<file path="config.mk">
export PLATFORM = sky130hd
export DESIGN_NAME = mem_access_unit
export DESIGN_NICKNAME = d
export VERILOG_FILES = /design/src/rtl/mem_access_unit.sv
export SDC_FILE = /design/constraint.sdc
export NUM_CORES = 1
export LEC_CHECK = 0
export CORE_AREA = 2 2 88 153
export CTS_CLUSTER_DIAMETER = 100
export DETAILED_ROUTE_END_ITERATION = 8
export DIE_AREA = 0 0 90 155
export PLACE_DENSITY = 0.88
export SLEW_MARGIN = 40
export SYNTH_ARGS = -nofsm -noshare
export SYNTH_HDL_FRONTEND = slang
export SYNTH_SLANG_ARGS = --single-unit
</file>
<file path="constraint.sdc">
create_clock -name clock -period 2.1 [get_ports clock]
set_input_delay 0.42 -clock clock [delete_from_list [all_inputs] [get_ports clock]]
set_output_delay 0.42 -clock clock [all_outputs]
set_load 0.005 [all_outputs]
</file>
<file path="src/rtl/mem_access_unit.sv">
// mem_access_unit: load/store front end between the CPU memory stage and a
// word-only data RAM. Adds byte/halfword loads (sign or zero extended),
// byte/halfword stores via read-modify-write, and misalignment detection.
//
// Ports
//   clock, reset_n           clock, asynchronous active-low reset
//   req/we/size/is_unsigned  CPU request (sampled only while ready=1)
//   addr, wdata              byte address, store data (sub-word in low bits)
//   ready                    high only in IDLE
//   done, err                one-cycle completion pulse, error flag with done
//   rdata                    load result, held until the next done
//   ram_addr/ram_we/ram_wdata  word-addressed RAM request
//   ram_rdata                RAM read data, READ_LATENCY cycles after ram_addr

// One byte lane of the read-modify-write merge.
module mau_byte_lane (
  input  logic [7:0] old_byte,
  input  logic [7:0] new_byte,
  input  logic       sel,
  output logic [7:0] merged
);
  assign merged = sel ? new_byte : old_byte;
endmodule

module mem_access_unit #(
  parameter int ADDR_W       = 14,
  parameter int READ_LATENCY = 1
) (
  input  logic              clock,
  input  logic              reset_n,
  input  logic              req,
  input  logic              we,
  input  logic [1:0]        size,
  input  logic              is_unsigned,
  input  logic [31:0]       addr,
  input  logic [31:0]       wdata,
  output logic              ready,
  output logic              done,
  output logic              err,
  output logic [31:0]       rdata,
  output logic [ADDR_W-1:0] ram_addr,
  output logic              ram_we,
  output logic [31:0]       ram_wdata,
  input  logic [31:0]       ram_rdata
);
  localparam int       NUM_LANES = 4;
  localparam logic [2:0] LAST_RD = 3'(READ_LATENCY);

  typedef enum logic [1:0] {IDLE, RD, WR, DONE} state_t;

  // Only the request fields needed after accept; word-store data goes
  // straight into ram_wdata and the word address straight into ram_addr.
  typedef struct packed {
    logic        we;
    logic [1:0]  size;
    logic        is_unsigned;
    logic [1:0]  lo;
    logic [15:0] wdata_lo;
  } req_t;

  state_t state, state_n;
  logic [2:0] cnt, cnt_n;
  logic       err_n;
  req_t       req_q, req_d;
  logic       accept, bad;
  logic       rd_last;

  logic [NUM_LANES-1:0][7:0] rd_lanes, new_lanes, merged;
  logic [NUM_LANES-1:0]      lane_en;
  logic [31:0]               load_val;
  logic [7:0]                sel_byte;
  logic [15:0]               sel_half;

  // Address bits above the RAM window are ignored (addresses wrap).
  logic unused_addr_hi;
  assign unused_addr_hi = ^addr[31:ADDR_W+2];

  assign req_d  = '{we: we, size: size, is_unsigned: is_unsigned,
                    lo: addr[1:0], wdata_lo: wdata[15:0]};
  assign accept = req && ready;
  assign bad    = (size == 2'b11) ||
                  (size == 2'b01 && addr[0]) ||
                  (size == 2'b10 && addr[1:0] != 2'b00);
  assign rd_last = (state == RD) && (cnt == LAST_RD);

  // ---------------------------------------------------------------------
  // Next-state logic
  // ---------------------------------------------------------------------
  always_comb begin
    state_n = state;
    cnt_n   = cnt;
    err_n   = 1'b0;
    case (state)
      IDLE: begin
        if (accept) begin
          cnt_n = '0;
          if (bad) begin
            state_n = DONE;
            err_n   = 1'b1;
          end else if (we && size == 2'b10) begin
            state_n = WR;
          end else begin
            state_n = RD;
          end
        end
      end
      RD: begin
        // RD spans READ_LATENCY+1 cycles so the word is valid in the last one.
        if (cnt == LAST_RD) state_n = req_q.we ? WR : DONE;
        else                cnt_n   = cnt + 3'd1;
      end
      WR:      state_n = DONE;
      DONE:    state_n = IDLE;
      default: state_n = IDLE;
    endcase
  end

  // ---------------------------------------------------------------------
  // Load extraction (little-endian lanes)
  // ---------------------------------------------------------------------
  assign rd_lanes = ram_rdata;

  always_comb begin
    sel_byte = rd_lanes[req_q.lo];
    sel_half = req_q.lo[1] ? ram_rdata[31:16] : ram_rdata[15:0];
    case (req_q.size)
      2'b00:   load_val = req_q.is_unsigned ? {24'b0, sel_byte}
                                            : {{24{sel_byte[7]}}, sel_byte};
      2'b01:   load_val = req_q.is_unsigned ? {16'b0, sel_half}
                                            : {{16{sel_half[15]}}, sel_half};
      default: load_val = ram_rdata;
    endcase
  end

  // ---------------------------------------------------------------------
  // Store merge: only the addressed byte/half lanes take new data
  // ---------------------------------------------------------------------
  for (genvar g = 0; g < NUM_LANES; g++) begin : g_lane
    assign lane_en[g]   = (req_q.size == 2'b00) ? (req_q.lo == 2'(g))
                                                : (req_q.lo[1] == 1'(g >> 1));
    assign new_lanes[g] = (req_q.size == 2'b00) ? req_q.wdata_lo[7:0]
                                                : req_q.wdata_lo[8*(g%2) +: 8];
    mau_byte_lane u_lane (
      .old_byte (rd_lanes[g]),
      .new_byte (new_lanes[g]),
      .sel      (lane_en[g]),
      .merged   (merged[g])
    );
  end

  // ---------------------------------------------------------------------
  // State and registered outputs (decoded from the next state)
  // ---------------------------------------------------------------------
  always_ff @(posedge clock or negedge reset_n) begin
    if (!reset_n) begin
      state     <= IDLE;
      cnt       <= '0;
      req_q     <= '0;
      ready     <= 1'b1;
      done      <= 1'b0;
      err       <= 1'b0;
      rdata     <= '0;
      ram_addr  <= '0;
      ram_we    <= 1'b0;
      ram_wdata <= '0;
    end else begin
      state  <= state_n;
      cnt    <= cnt_n;
      ready  <= (state_n == IDLE);
      ram_we <= (state_n == WR);
      done   <= (state_n == DONE);
      err    <= err_n;

      if (accept) begin
        req_q <= req_d;
        if (bad) begin
          rdata <= '0;              // error completion reports zero data
        end else begin
          ram_addr <= addr[ADDR_W+1:2];
          if (we) ram_wdata <= wdata;
        end
      end

      if (rd_last) begin
        if (req_q.we) ram_wdata <= merged;
        else          rdata     <= load_val;
      end
    end
  end
endmodule
</file>
== Word-level counts from Yosys, hierarchy flattened ==
Cells that the tools add are included.
Storage, ports and cells
  logic and storage cells: 84
  output and inout port bits: 82
  bits in registers: 109
Cells by class
  add/subtract/negate cells: 1
  bitwise operators: 2
  eq/ne operators: 15
  mux-type cells: 36
  reductions and logical operators: 15
  order comparisons: 1
Operator list (count)
  $mux W32: 11
  $pmux W32 S2: 1
  $mux W8: 6
  $bmux W8 S2: 1
  $eq A2 B2 Y1 const B: 8
  $mux W16: 1
  $eq A2 B1 Y1 const B: 4
  $logic_not A2 Y1: 4
  $mux W1: 8
  $mux W2: 4
  $pmux W2 S4: 1
  $mux W3: 2
  $pmux W3 S2: 1
  $logic_and A1 B1 Y1: 5
  $ne A2 B2 Y1 const B: 2
  $reduce_bool A2 Y1: 2
  $add A3 B1 Y3 const B: 1
  $eq A3 B1 Y1 const B: 1
  $lt A2 B3 Y1 const B: 1
  $reduce_and A3 Y1: 1
  $logic_or A1 B1 Y1: 2
  $not A1 Y1: 2
  $reduce_and A2 Y1: 1

== Depth between registers and ports, before layout ==
  word-level depth: 8
  gate-level depth with buffers: 8
  depth with buffers taken out: 6

== Modules after synthesis ==
Synthesis repeated with hierarchy kept, for this count alone.
Second synthesis, totals
  cell total of the unflattened synthesis: 556
  area, all modules: 5833.1 sq um
Modules (own cells, without submodules)
  mem_access_unit: instances 1, area each 5307.6 sq um, cells each 520
  mau_byte_lane: instances 4, area each 131.4 sq um, cells each 9

== Least setup slack after synthesis ==
OpenSTA, ideal clock, no wires.
  path type: register to register
  start: reg cnt[1]
  end: reg rdata[30]
  stages on the path, launching flop included: 9
  clock period less this slack: 1.612 ns
  required time: 1.978 ns
  arrival: 1.490 ns
  path slack: 0.488 ns
  cells stage by stage: dfrtp_1 > inv_1 > ha_1 > and4bb_1 > nand2b_1 > clkbuf_2 > a21oi_2 > buf_6 > a21oi_2
On the way
  longest elaborated chain between the ends: 3
RTL lines
  from (decl): RTL line 62  | logic [2:0] cnt, cnt_n;
  from (signal assigned): RTL line 168  | cnt <= cnt_n;
  $eq A3 B1 Y1: RTL line 84  | assign rd_last = (state == RD) && (cnt == LAST_RD);
  $logic_and A1 B1 Y1: RTL line 84
  $mux W32: RTL line 184  | if (rd_last) begin
  to (signal assigned): RTL line 186  | else rdata <= load_val;
  to (decl): RTL line 40  | output logic [31:0] rdata,
Every way passes these cells.
A chain may end at the register's enable or synchronous reset.

== Final worst setup path ==
  start: reg req_q[20] (netlist name)
  end: reg rdata[13]
On the way
  longest elaborated chain between the ends: 4
RTL lines
  from (decl): RTL line 64  | req_t req_q, req_d;
  from (signal assigned): RTL line 175  | req_q <= req_d;
  $eq A2 B1 Y1 or $logic_not A2 Y1 (tied branches): RTL line 126  | case (req_q.size)
  $pmux W32 S2 (*): RTL line 126
  $mux W32 (*): RTL line 185  | if (req_q.we) ram_wdata <= merged;
  $mux W32 (*): RTL line 184
Mark *: on every way between the ends. The rest lies on a longest branch, timed or not.

==> flow_metrics.tcl <==
set metrics [dict create \
    fin_area_sq_um 7883 \
    cp_cell_sequence "buf_4, and2b_1, a22o_1, a22oi_1, a21oi_1" \
    wl_met1_mm 6.050 \
    cp.required_ns 2.32 \
    crit_arrival_ns 2.25 \
    num-nets-final 819 \
    clock_sinks 109 \
    initialDrtViolationCount 394 \
    clk_pin_slew_ns 0.08 \
    cts_buffers 9 \
    reg2regPathDepth 5 \
    grt_pass1_vias 5440 \
    crit_path_end_kind "register" \
    synth_top_area_share 0.4841 \
    path_class "register to register" \
    power_density_nw_per_um2 1460 \
    fin_ws_ns 0.07094 \
    synth_area_per_cell_sq_um 10.26 \
    cts_resized 0 \
    highest_layer "met4" \
    cp_slowest_cell "dfrtp_1" \
    period_share 0.9662 \
    core_sq_um 12800 \
    power.leakage_nw 3.609 \
    ctsLongestPathBuffers 2 \
    ys_seq_elements 109 \
    path_depth 5 \
    fmax_mhz 492.8 \
    fp.dieH_um 155 \
    cts_tree "yes" \
    finalSetupViolCount 0 \
    met2_length_mm 9.236 \
    wl_met3_mm 1.159 \
    cp_num_buf_inv 1 \
    clockRootBuffer "clkbuf_16" \
    yosysWarnings 0 \
    fin_skew_ns 0.01508 \
    ant_nets 0 \
    crit_fanout 35 \
    yosysMostFrequentCell "dfrtp_1" \
    p_int_mw 7.150 \
    synth_area_sq_um 5583 \
    comb_power_share 0.503 \
    clk-insertion-delay-late_ns 0.36 \
    grt_max_degree 49 \
    r2r-start "req_q[20]" \
    synth_cell_type_count 50 \
    peakVddDrop_mv 0.8219 \
    power_frac_seq 0.341 \
    dieArea_sq_um 13950 \
    syn_to_final_growth_pct 41.19 \
    grt_pass1_wl_mm 27.92 \
    max-cap-violations 0 \
    slew_viol_final 0 \
    avgViaCountPerCell 5.776 \
    port-buffer-count 168 \
    synth.area.top_cells "dfrtp_1 48%, mux2i_1 10%, nand2_1 6.6%" \
    fin_util 0.6158 \
    row_count 55 \
    h-tree-depth 3 \
    synth_nets 649 \
    synth_seq_area_share 0.4888 \
    dr.pass1.iters 5 \
    gr-usage-all-layers 0.2527 \
    hold_ws_ns 0.04915 \
    rsz0062_at_grt "no" \
    clockPowerShare 0.157 \
    switching_share 0.3788 \
    async_reset_ff_frac 1.000 \
    drive_above_1_share 0.1266 \
    worstSetupStartpoint "req_q[20]" \
    gr-total-overflow 0 \
    syn_inst 544 \
    min_path_type "primary input to asynchronous set/reset pin" \
    wl_per_cell_um 19.83 \
    critPathMaxStageDelay_ns 0.43 \
    drc_errors 0 \
    antenna_cells 0 \
    place_area_sq_um 7562 \
    status "finished, final reports clean" \
    die_x_um 90 \
    synth_edf_count 0 \
    layout_min_cycle_time_ns 2.029 \
    tightest_slew_ns 0.5961 \
    ctsHoldBuffers 0 \
    vias 5141 \
    antenna_found_initial 0 \
    power_switching_mw 4.360 \
    io_pins 185 \
    synth_ff_type "dfrtp_1" \
    yosys.area.top_type "dfrtp_1" \
    netlist_top_cells_count "108 x dfrtp_1, 98 x nand2_1, 56 x a21oi_1, 56 x mux2i_1, 26 x a22oi_1" \
    hold_viol 0 \
    relSlewSlack 0.6026 \
    initial_utilization 0.4362 \
    critPathTopFamily "compound AO/OA/AOI/OAI gates" \
    wl_mm 17.65 \
    gp_congestion 0.9225 \
    hpwl_mm 13.78 \
    startpoint_type "register" \
    post-place-ws_ns -0.04613 \
    postCtsSetupBuffers 0 \
]
kinds of logic (layout without fill, tap and decap cells):
logic type / Yosys count / after routing / synth area share
AO/OA/AOI/OAI: 176 / 176 / 0.2183
adder cells (fa/ha/maj): 2 / 2 / 0.004482
buffers and inverters: 45 / 220 / 0.04415
flip-flops: 109 / 109 / 0.4888
multiplexers: 71 / 71 / 0.1311
AND/OR/NAND/NOR: 141 / 141 / 0.1132
cells in the final DEF (no fill, tap or decap), drive strengths merged, types with 2 or more instances in the layout:
cell type,synthesis,final
a21oi,68,68
a22o,12,12
a22oi,27,27
a311oi,7,7
a31oi,8,8
and2,4,4
buf,28,34
clkbuf,14,11
clkdlybuf4s50,0,167
clkinv,0,3
dfrtp,108,108
ha,2,2
inv,3,4
mux2,14,14
mux2i,57,57
nand2,98,98
nand2b,3,3
nand3,7,7
nor2,9,9
nor2b,3,3
nor3,2,2
o21ai,16,16
o22ai,11,11
o2bb2ai,14,14
o31ai,6,6
or3,9,9
power by group through the flow:
stage	clock (mW)	sequential [mW]	combinational, mW
after floorplan	0	3.76	3.07
after global placement	0	3.86	5.54
after detailed placement	0	3.94	5.74
after CTS	1.82	3.91	5.79
after global routing	1.91	4.03	6.25
final	1.80	3.92	5.79
routing by layer:
layer	vias up	GRT usage
li1	2328	-
met1	2505	0.2645
met2	241	0.4515
met3	67	0.05763
met4	0	0.1648
met5	-	0
per-stage QoR:
step	power [mW]	TNS [ns]	cells
finish	11.51	0	890
floorplan	6.835	0	544
CTS	11.52	0	890
detailed placement	9.671	-0.2094	874
global placement	9.396	0	874
global route	12.19	0	890
cell type report:
cell class | count | area (sq um)
tap | 171 | 214.0
timing repair buffer | 201 | 1989
fill | 1074 | 4917
sequential | 109 | 2729
inverter | 3 | 11.26
clock buffer | 11 | 252.7
multi-input combinational | 390 | 2619
clock inverter | 5 | 67.56
worst paths after layout:
kind	endpoint	slack, ns
max	rdata[13]	0.07
min	ram_wdata[20]	0.05
max reg2reg	rdata[13]	0.07
min reg2reg	req_q[11]	0.49
max in group asynchronous	ram_wdata[24]	1.34
min in group clock	req_q[11]	0.49
registers in the layout (all words and copies together) (netlist names), 2 cells and up:
name / cells
state: 2
ram_addr: 14
rdata: 32
req_q: 14
cnt: 3
new_lanes: 8
ram_wdata: 32
No activity file was read; power rests on OpenSTA's default activity.
